==> src/rtl/pc_sequencer.sv <==
// Program-counter sequencer: walks instruction memory, resolves jumps/branches,
// and stalls on input/output handshakes or sleep until the instruction can retire.
module pc_sequencer #(
  parameter int PC_W = 10
) (
  input  logic            clk,
  input  logic            rst_n,
  input  logic            jump,
  input  logic            branch,
  input  logic            cond,
  input  logic            sleep,
  input  logic            inop,
  input  logic            outop,
  input  logic [PC_W-1:0] jaddr,
  input  logic [PC_W-1:0] baddr,
  input  logic            cmp_flag,
  input  logic            in_valid,
  input  logic            out_ready,
  input  logic            go,
  output logic [PC_W-1:0] pc,
  output logic [PC_W-1:0] link_addr,
  output logic            commit,
  output logic            in_ack,
  output logic            out_valid,
  output logic            halted
);

  typedef enum logic [1:0] {
    RUN      = 2'd0,
    WAIT_IN  = 2'd1,
    WAIT_OUT = 2'd2,
    HALT     = 2'd3
  } state_t;

  state_t          state_r;
  state_t          next_state_s;
  logic [PC_W-1:0] pc_r;
  logic [PC_W-1:0] pc_next_s;
  logic [PC_W-1:0] pc_inc_s;
  logic            taken_s;
  logic            commit_s;
  logic            in_ack_s;
  logic            out_valid_s;

  // Natural wrap of the adder gives the 2^PC_W-1 -> 0 rollover.
  assign pc_inc_s = pc_r + {{(PC_W-1){1'b0}}, 1'b1};
  assign taken_s  = ~cond | cmp_flag;

  // Next-state, next-pc and handshake decode; priority sleep > inop > outop > jump > branch.
  always_comb begin
    next_state_s = state_r;
    pc_next_s    = pc_r;
    commit_s     = 1'b0;
    in_ack_s     = 1'b0;
    out_valid_s  = 1'b0;
    case (state_r)
      RUN: begin
        if (sleep) begin
          next_state_s = HALT;
        end else if (inop) begin
          if (in_valid) begin
            commit_s  = 1'b1;
            in_ack_s  = 1'b1;
            pc_next_s = pc_inc_s;
          end else begin
            next_state_s = WAIT_IN;
          end
        end else if (outop) begin
          out_valid_s = 1'b1;
          if (out_ready) begin
            commit_s  = 1'b1;
            pc_next_s = pc_inc_s;
          end else begin
            next_state_s = WAIT_OUT;
          end
        end else if (jump) begin
          commit_s = 1'b1;
          if (taken_s) begin
            pc_next_s = jaddr;
          end else begin
            pc_next_s = pc_inc_s;
          end
        end else if (branch) begin
          commit_s = 1'b1;
          if (taken_s) begin
            pc_next_s = baddr;
          end else begin
            pc_next_s = pc_inc_s;
          end
        end else begin
          commit_s  = 1'b1;
          pc_next_s = pc_inc_s;
        end
      end
      WAIT_IN: begin
        if (in_valid) begin
          commit_s     = 1'b1;
          in_ack_s     = 1'b1;
          pc_next_s    = pc_inc_s;
          next_state_s = RUN;
        end else begin
          next_state_s = WAIT_IN;
        end
      end
      WAIT_OUT: begin
        out_valid_s = 1'b1;
        if (out_ready) begin
          commit_s     = 1'b1;
          pc_next_s    = pc_inc_s;
          next_state_s = RUN;
        end else begin
          next_state_s = WAIT_OUT;
        end
      end
      HALT: begin
        if (go) begin
          pc_next_s    = pc_inc_s;
          next_state_s = RUN;
        end else begin
          next_state_s = HALT;
        end
      end
      default: begin
        next_state_s = RUN;
        pc_next_s    = pc_r;
      end
    endcase
  end

  // State and program-counter registers.
  always_ff @(posedge clk or negedge rst_n) begin
    if (!rst_n) begin
      state_r <= RUN;
      pc_r    <= {PC_W{1'b0}};
    end else begin
      state_r <= next_state_s;
      pc_r    <= pc_next_s;
    end
  end

  // Handshake outputs are masked by rst_n so they drop the instant reset asserts.
  assign pc        = pc_r;
  assign link_addr = pc_inc_s;
  assign commit    = rst_n & commit_s;
  assign in_ack    = rst_n & in_ack_s;
  assign out_valid = rst_n & out_valid_s;
  assign halted    = rst_n & (state_r == HALT);

endmodule

==> config.mk <==
export PLATFORM = sky130hd
export DESIGN_NAME = pc_sequencer
export DESIGN_NICKNAME = d
export VERILOG_FILES = /design/src/rtl/pc_sequencer.sv
export SDC_FILE = /design/constraint.sdc
export NUM_CORES = 1
export LEC_CHECK = 0
export BUFFER_PORTS_ARGS = -buffer_cell sky130_fd_sc_hd__buf_2
export CAP_MARGIN = 20
export CORE_MARGIN = 1
export CORE_UTILIZATION = 30
export CTS_CLUSTER_SIZE = 10
export DETAILED_ROUTE_END_ITERATION = 10
export MAX_ROUTING_LAYER = met4
export PLACE_DENSITY = 0.64
export SYNTH_ARGS = -nofsm -noshare
export SYNTH_HDL_FRONTEND = slang
export SYNTH_SLANG_ARGS = --single-unit
==> constraint.sdc <==
create_clock -name clk -period 1.9 [get_ports clk]
set_input_delay 0.285 -clock clk [delete_from_list [all_inputs] [get_ports clk]]
set_output_delay 0.285 -clock clk [all_outputs]
set_load 0.01 [all_outputs]
-- Yosys cells after proc, flatten, opt, wreduce, memory -nomap -nowiden
Index checks and enable logic that the tools add are counted.
- bits in registers: 12
- bits in latches: 0
- RAM bits: 0
- ROM bits: 0
- bits of input ports: 32
- memories: 0
- $add $sub $neg: 1
- multiply operators: 0
- div/mod/pow operators: 0
- magnitude comparators: 0
- eq/ne operators: 8
- shift operators: 0
- multiplexer cells: 33
- bitwise operators: 6
- reduce and logical (&&, ||, !) cells: 3
- operator list (cell ; count):
    10-bit 2-to-1 mux ; 10
    10-bit one-hot mux with 4 select lines ; 1
    2-bit 2-to-1 mux ; 7
    4-bit != test (second input constant) ; 3
    1-bit 2-to-1 mux ; 11
    10-bit by 1-bit adder with 10-bit output (second input constant) ; 1
    2-bit one-hot mux with 4 select lines ; 1
    1-bit bitwise AND ; 4
    2-bit == test (second input constant) ; 2
    2-bit != test (second input constant) ; 2
    1-bit one-hot mux with 2 select lines ; 2
    1-bit one-hot mux with 3 select lines ; 1
    3-bit AND reduction ; 1
    2-bit by 1-bit == test with 1-bit output (second input constant) ; 1
    2-bit logical NOT ; 1
    2-bit AND reduction ; 1
    1-bit inverter ; 1
    1-bit bitwise OR ; 1

-- Logic depth before layout (Yosys ltp)
Gate-level depths: netlist of the first run.
- depth in word-level cells: 9
- gate-level depth with buffers: 9
- gate-level depth less buffers: 7

-- Worst setup path after synthesis of the first run
No wires, ideal clock.
- path kind: reg2reg
- from: reg pc_r[0], in the netlist pc[0]
- to: reg pc_r[7], in the netlist pc[7]
- arrival time: 1.892 ns
- data required time: 1.768 ns
- setup slack: -0.124 ns
- cell stages (with the launch flop): 10
- clock period less this slack: 2.024 ns
- cell sequence: dfrtp_1 -> buf_4 -> and4_1 -> buf_4 -> and4_1 -> buf_6 -> xnor2_2 -> o21bai_1 -> a221oi_2 -> o22ai_1
- word-level cells in the longest chain between the ends: 8
- elaborated cells between the ends (all ways): 12
- ends and longest elaborated chain (item ; line ; source):
    start: declaration ; 37 ; logic [PC_W-1:0] pc_r;
    start signal: assignment ; 134 ; pc_r <= {PC_W{1'b0}};
    start signal: assignment ; 137 ; pc_r <= pc_next_s;
    10-bit by 1-bit adder with 10-bit output * ; 46 ; assign pc_inc_s = pc_r + {{(PC_W-1){1'b0}}, 1'b1};
    via link_addr[7] ; 21 ; output logic [PC_W-1:0] link_addr,
    10-bit 2-to-1 mux ; 85 ; if (taken_s) begin
    10-bit 2-to-1 mux ; 83 ; end else if (branch) begin
    10-bit 2-to-1 mux ; 76 ; end else if (jump) begin
    10-bit 2-to-1 mux ; 68 ; end else if (outop) begin
    10-bit 2-to-1 mux ; 60 ; end else if (inop) begin
    10-bit 2-to-1 mux ; 58 ; if (sleep) begin
    10-bit one-hot mux with 4 select lines * ; 56 ; case (state_r)
Mark *: on every way through the listed nets, which the timed path passes. The rest lies on a longest branch. The select of a mux whose other input is x is not followed.
A chain may end at the register's enable or synchronous reset.

-- Worst setup path after layout of the first run
- from: reg pc_r[0], in the netlist pc[0]
- to: out link_addr[9]
- word-level cells in the longest chain between the ends: 1
- ends and longest elaborated chain (item ; line):
    10-bit by 1-bit adder with 10-bit output ; 46
    end: declaration ; 21
No other way between the ends.

==> flow_summary.json, run 1 <==
{
  "ys_warn_count": 0,
  "combPwrFrac": 0.784,
  "route.detailed.drc": 0,
  "io-pin-count": 56,
  "cpPeakStageDelay_ns": 0.41,
  "p_clk_frac": 0.063,
  "dpl.hpwl_mm": 5.76,
  "tritoncts": "yes",
  "arrival_ns": 1.62,
  "grt_pass1_wl_mm": 11.6,
  "critPathLaunchType": "register",
  "cts_max_level": 1,
  "cts-root-buf": "clkbuf_8",
  "syn2layout_area_growth_pct": 40.8,
  "worstSetupEndpointType": "primary output",
  "hold_ws_ns": 0.387,
  "seqPwrFrac": 0.152,
  "chipWidth_um": 82.1,
  "slowest_stage": "dfrtp_1",
  "grt_pass1_vias": 2301,
  "synth_compound_area_frac": 0.376,
  "final_common_cell": "buf_2",
  "cp_cell_sequence": "and4_4 > and4_4 > and3_4 > xor2_2 > buf_2",
  "initial_utilization": 0.318,
  "final_layout_size_suffix_gt1_frac": 0.376,
  "slew_headroom": 0.711,
  "worst_pin_slew_ns": 0.429,
  "cts-buffers-inserted": 3,
  "crit_path_frequent_cell": "and4_4",
  "power_per_cell_area_nw_per_um2": 1420,
  "synthArstFlopShare": 1.00,
  "yosysSeqAreaShare": 0.156,
  "worstPathRequired_ns": 1.62,
  "grt_max_degree": 17,
  "fin_ws_ns": -0.00160,
  "crit_type": "register to primary output",
  "critPathTopFamily": "simple AND/OR/NAND/NOR gates",
  "critPathBufInv": 1,
  "synth_fa_ha_area_frac": 0.00650,
  "syn_nets": 316,
  "layout_common_cells": "54 x buf_2, 46 x buf_4, 26 x nand2_1, 26 x a21oi_1, 26 x o21ai_0",
  "netSwitchingPower_mw": 1.91,
  "slew_viol_final": 0,
  "core_region_area_um2": 6060,
  "drtAntennaViolNets": 0,
  "syn_inst": 283,
  "cap_violations": 0,
  "grt-ovfl-total": 0,
  "internal_power_mw": 1.95,
  "path_clk_slew_ns": 0.06,
  "synth_top_family_by_area": "compound AO/OA/AOI/OAI gates",
  "synth_xor_area_frac": 0.109,
  "synth_cell_types": 58,
  "port_buffers": 55,
  "violations": "negative setup slack",
  "dr.pass1.iters": 6,
  "synth_ff_type": "dfrtp_1",
  "status": "finished, violations left",
  "finalCriticalPeriod_ns": 1.90,
  "fp.dieArea_um2": 6740,
  "ir_drop_uv": 509,
  "wire_per_inst_um": 17.3,
  "path_max_fanout": 3,
  "finalHoldViolations": 0,
  "clkLatencyLatePin_ns": 0.24,
  "fmax_mhz": 526,
  "post-place-ws_ns": -0.137,
  "synth_area_um2": 1920,
  "r2r_setup_slack_ns": 0.05,
  "yosys.area_share.simple": 0.232,
  "finClkSkew_ns": 0.000759,
  "antenna_found_initial": 0,
  "hp-class": "input port to register",
  "synth-seq-cells": 12,
  "swShare": 0.495,
  "place_congestion": 0.942,
  "num_antenna_cells": 0,
  "vias": 2501,
  "rsz0062_at_grt": "yes",
  "fin_nets": 397,
  "die_y_um": 82.1,
  "grt_usage": 0.235,
  "period_share": 1.00,
  "drt_iter0_drc": 167,
  "cts_buffer_depth": 2,
  "rows": 28,
  "finalSetupViolCount": 1,
  "synthMuxAreaShare": 0.0228,
  "cts.sinks": 12,
  "synth-edff-count": 0,
  "via_per_inst": 5.72,
  "routed_wl_mm": 7.56,
  "p_leak_nw": 1.19,
  "syn_area_per_cell_um2": 6.80
}
worst paths after layout:
path                                   start                      to  cells past startpoint
setup / recovery           pc[0]$_DFFE_PN0P_            link_addr[9]                      5
setup reg to reg           pc[0]$_DFFE_PN0P_       pc[7]$_DFFE_PN0P_                      8
hold / removal                            go  state_r[1]$_DFFE_PN0P_                      4
min in group asynchronous              rst_n       pc[6]$_DFFE_PN0P_                      2
hold reg to reg            pc[2]$_DFFE_PN0P_       pc[2]$_DFFE_PN0P_                      2
max in group asynchronous              rst_n  state_r[1]$_DFFE_PN0P_                      3
Yosys cell counts, drive strengths merged, types with 2 or more instances:
cell | instances | area share
and3 | 8 | 0.026
a21oi | 26 | 0.068
a2111oi | 2 | 0.0091
nor2b | 2 | 0.0065
a221oi | 2 | 0.012
o2111ai | 2 | 0.0091
o221ai | 4 | 0.018
o311ai | 2 | 0.0091
nand3 | 9 | 0.023
a311oi | 2 | 0.0091
buf | 9 | 0.034
o211a | 2 | 0.010
nand2b | 5 | 0.016
o211ai | 2 | 0.0078
xor2 | 6 | 0.027
nand2 | 28 | 0.055
o31ai | 5 | 0.020
nor2 | 23 | 0.046
nand3b | 2 | 0.0078
a211oi | 7 | 0.027
clkbuf | 19 | 0.037
dfrtp | 12 | 0.16
a221o | 3 | 0.016
xnor2 | 17 | 0.081
o22ai | 10 | 0.033
inv | 13 | 0.025
o21ai | 26 | 0.068
and2 | 2 | 0.0065
o21ba | 2 | 0.010
a31oi | 2 | 0.0065
mux2 | 3 | 0.018
nor3 | 4 | 0.010
and4 | 2 | 0.0091
tightest hold or removal path, stage by stage:
cell and delay (ns):
buf_2 0.09, o211ai_1 0.10, o21ai_0 0.08, nor2_1 0.04
final cells by class:
class | count | area (µm²)
Tap cell | 75 | 93.8
Clock buffer | 3 | 41.3
Fill cell | 646 | 3350
Sequential cell | 12 | 303
Inverter | 14 | 52.6
Multi-Input combinational cell | 229 | 1550
Timing Repair Buffer | 104 | 668
power groups by stage:
stage                     sequential (mW)  combinational, mW  clock, mW
after floorplan                     0.537               1.76          0
after global placement              0.558               2.76          0
after detailed placement            0.562               2.78          0
after CTS                           0.562               2.85      0.249
after global routing                0.611               3.27      0.262
final                               0.586               3.02      0.245
flip-flops by register name (all words and copies together), names as in the netlist:
name,cells
pc,10
state_r,2
what timing repair did:
item                                    4_1_cts  5_1_grt
gates resized for setup                      11       16
endpoints found under the setup margin        5       12
hold endpoints to repair                      2        0
hold buffers                                  1        0
pin swaps                                     3        2
buffers inserted                              2        3
kinds of logic after synthesis:
kind of cell	Yosys count
AO/OA/AOI/OAI	109
adder cells (fa/ha/maj)	1
AND/OR/NAND/NOR	92
multiplexers	4
buffers and inverters	42
XOR/XNOR	23
flip-flops	12
routing by layer:
layer	wire (µm)	up-vias	global-route usage
li1	-	1204	-
met1	3440	1158	0.308
met2	3480	125	0.376
met3	525	14	0.0253
met4	116	0	0.0754
met5	0	-	-
through the flow:
step / instance area (µm²) / TNS, ns / cells / utilization / total power [mW]
global placement: 2510 / 0 / 428 / 0.415 / 3.32
finish: 2710 / -0.00160 / 437 / 0.447 / 3.85
global route: 2710 / -0.108 / 437 / 0.447 / 4.15
detailed placement: 2510 / -0.137 / 428 / 0.415 / 3.34
floorplan: 1950 / -0.0759 / 283 / - / 2.29
CTS: 2610 / -0.0281 / 434 / 0.431 / 3.66
(Power assumes the default switching activity.)
==> run 2, diff against run 1 <==
- PLACE_DENSITY: 0.64 -> 0.62
- clock period: 1.9 -> 2.3 ns (I/O delays scaled with it)
==> run 2 against run 1 <==
  * The run now ends clean
  * Combinational power decreased by 34%
  * Power decreased by 29%
  * Sequential cell count unchanged
  * Final area decreased by 13%
  * First-iteration DRC count decreased by 0.60%
  * Die area unchanged
  * Critical path type unchanged
  * Largest power group unchanged
  * Highest routed layer unchanged
==> flow_summary.json, run 2 (synthesis gave the netlist of run 1 again) <==
{
  "ir_drop_uv": 652,
  "cap_violations": 0,
  "finClkSkew_ns": 0.00221,
  "fin_area_um2": 2360,
  "cts_max_level": 1,
  "slew_headroom": 0.641,
  "hp-class": "input port to asynchronous set/reset pin",
  "grt_pass1_vias": 2285,
  "layout_common_cells": "55 x buf_2, 28 x nand2_1, 26 x a21oi_1, 26 x o21ai_0, 20 x nor2_1",
  "p_leak_nw": 1.02,
  "chipWidth_um": 82.1,
  "via_per_inst": 5.80,
  "antenna_found_initial": 0,
  "finalSetupViolCount": 0,
  "dpl.hpwl_mm": 5.25,
  "finalHoldViolations": 0,
  "num_antenna_cells": 0,
  "cts.sinks": 12,
  "hold_ws_ns": 0.452,
  "crit_type": "register to primary output",
  "rows": 28,
  "status": "completed",
  "rsz0062_at_grt": "no",
  "worstSetupEndpointType": "primary output",
  "path_max_fanout": 6,
  "drtAntennaViolNets": 0,
  "worst_pin_slew_ns": 0.525,
  "place_congestion": 0.947,
  "post-place-ws_ns": 0.205,
  "initial_utilization": 0.318,
  "fmax_mhz": 463,
  "die_y_um": 82.1,
  "grt_pass1_wl_mm": 11.2,
  "clkLatencyLatePin_ns": 0.25,
  "syn2layout_area_growth_pct": 22.7,
  "drt_iter0_drc": 166,
  "place_area_um2": 2300,
  "slew_viol_final": 0,
  "vias": 2368,
  "final_common_cell": "buf_2",
  "power_per_cell_area_nw_per_um2": 1160,
  "cts-buffers-inserted": 3,
  "grt-ovfl-total": 0,
  "grt_usage": 0.222,
  "largest_reg_flops": 10,
  "wire_per_inst_um": 16.8,
  "r2r_cells": 7,
  "timing.rr.start": "pc[0]$_DFFE_PN0P_",
  "routed_wl_mm": 6.85,
  "r2r_setup_slack_ns": 0.32,
  "fin_nets": 368,
  "cts-root-buf": "clkbuf_8",
  "dp.cells": 404,
  "cts_buffer_depth": 2,
  "critPathLaunchType": "register",
  "arrival_ns": 1.82,
  "finalCriticalPeriod_ns": 2.16,
  "port_buffers": 55,
  "path_clk_slew_ns": 0.06,
  "fill_cells": 678,
  "dr.pass1.iters": 4,
  "period_share": 0.939,
  "io-pin-count": 56,
  "power_mw": 2.74,
  "tritoncts": "yes",
  "route.detailed.drc": 0,
  "worstPathRequired_ns": 1.96,
  "core_region_area_um2": 6060,
  "final_layout_size_suffix_gt1_frac": 0.273,
  "fin_util": 0.390,
  "fin_cells": 408,
  "fin_ws_ns": 0.140,
  "tns_ns": 0,
  "r2r_end": "pc[2]$_DFFE_PN0P_",
  "fp.dieArea_um2": 6740,
  "grt_max_degree": 17
}
==> run 2: cell types whose count changed in the layout (fill, tap and decap cells not counted), sizes merged <==
cell / previous run / this run
buf: 103 / 74
==> run 2: layout make-up <==
class	count	area, µm²	share of cell area
inverters	14	52.6	0.0223
repair buffers	75	428	0.181
clock buffers	3	41.3	0.0175
well taps	75	93.8	0.0397
multi-input cells	229	1450	0.612
flip-flops and latches	12	300	0.127
==> run 2: worst max-delay path by stage <==
stage,startpoint,endpoint,slack [ns]
floorplan,pc[0]$_DFFE_PN0P_,pc[7]$_DFFE_PN0P_,0.28
global placement,pc[0]$_DFFE_PN0P_,pc[2]$_DFFE_PN0P_,0.26
detailed placement,pc[0]$_DFFE_PN0P_,pc[2]$_DFFE_PN0P_,0.21
CTS,pc[0]$_DFFE_PN0P_,link_addr[6],0.04
global route,state_r[1]$_DFFE_PN0P_,commit,0.02
finish,pc[0]$_DFFE_PN0P_,link_addr[9],0.14
==> run 2: metal layers <==
layer	vias up	GRT usage	part of all wire
met5	-	-	0
met4	0	0.0596	0.015
met3	12	0.0308	0.059
li1	1145	-	-
met1	1133	0.291	0.45
met2	78	0.356	0.47
==> run 2: worst max-delay path, cell delays in order (launching register included) <==
cell and delay (ns):
dfrtp_1 0.43, and4_1 0.28, and4_2 0.33, and3_1 0.23, xor2_1 0.15, buf_2 0.14
==> run 2: power by group <==
| part | switching (mW) | internal (mW) |
|---|---|---|
| clock | 0.0916 | 0.116 |
| sequential | 0.219 | 0.317 |
| combinational | 1.12 | 0.868 |
| total | 1.44 | 1.30 |
==> run 2: repair_timing <==
item                                   4_1_cts  5_1_grt
buffers inserted                             0        0
hold buffers                                 1        0
setup endpoints to repair                    0        3
endpoints found under the hold margin        5        0
resized for setup                            0        5
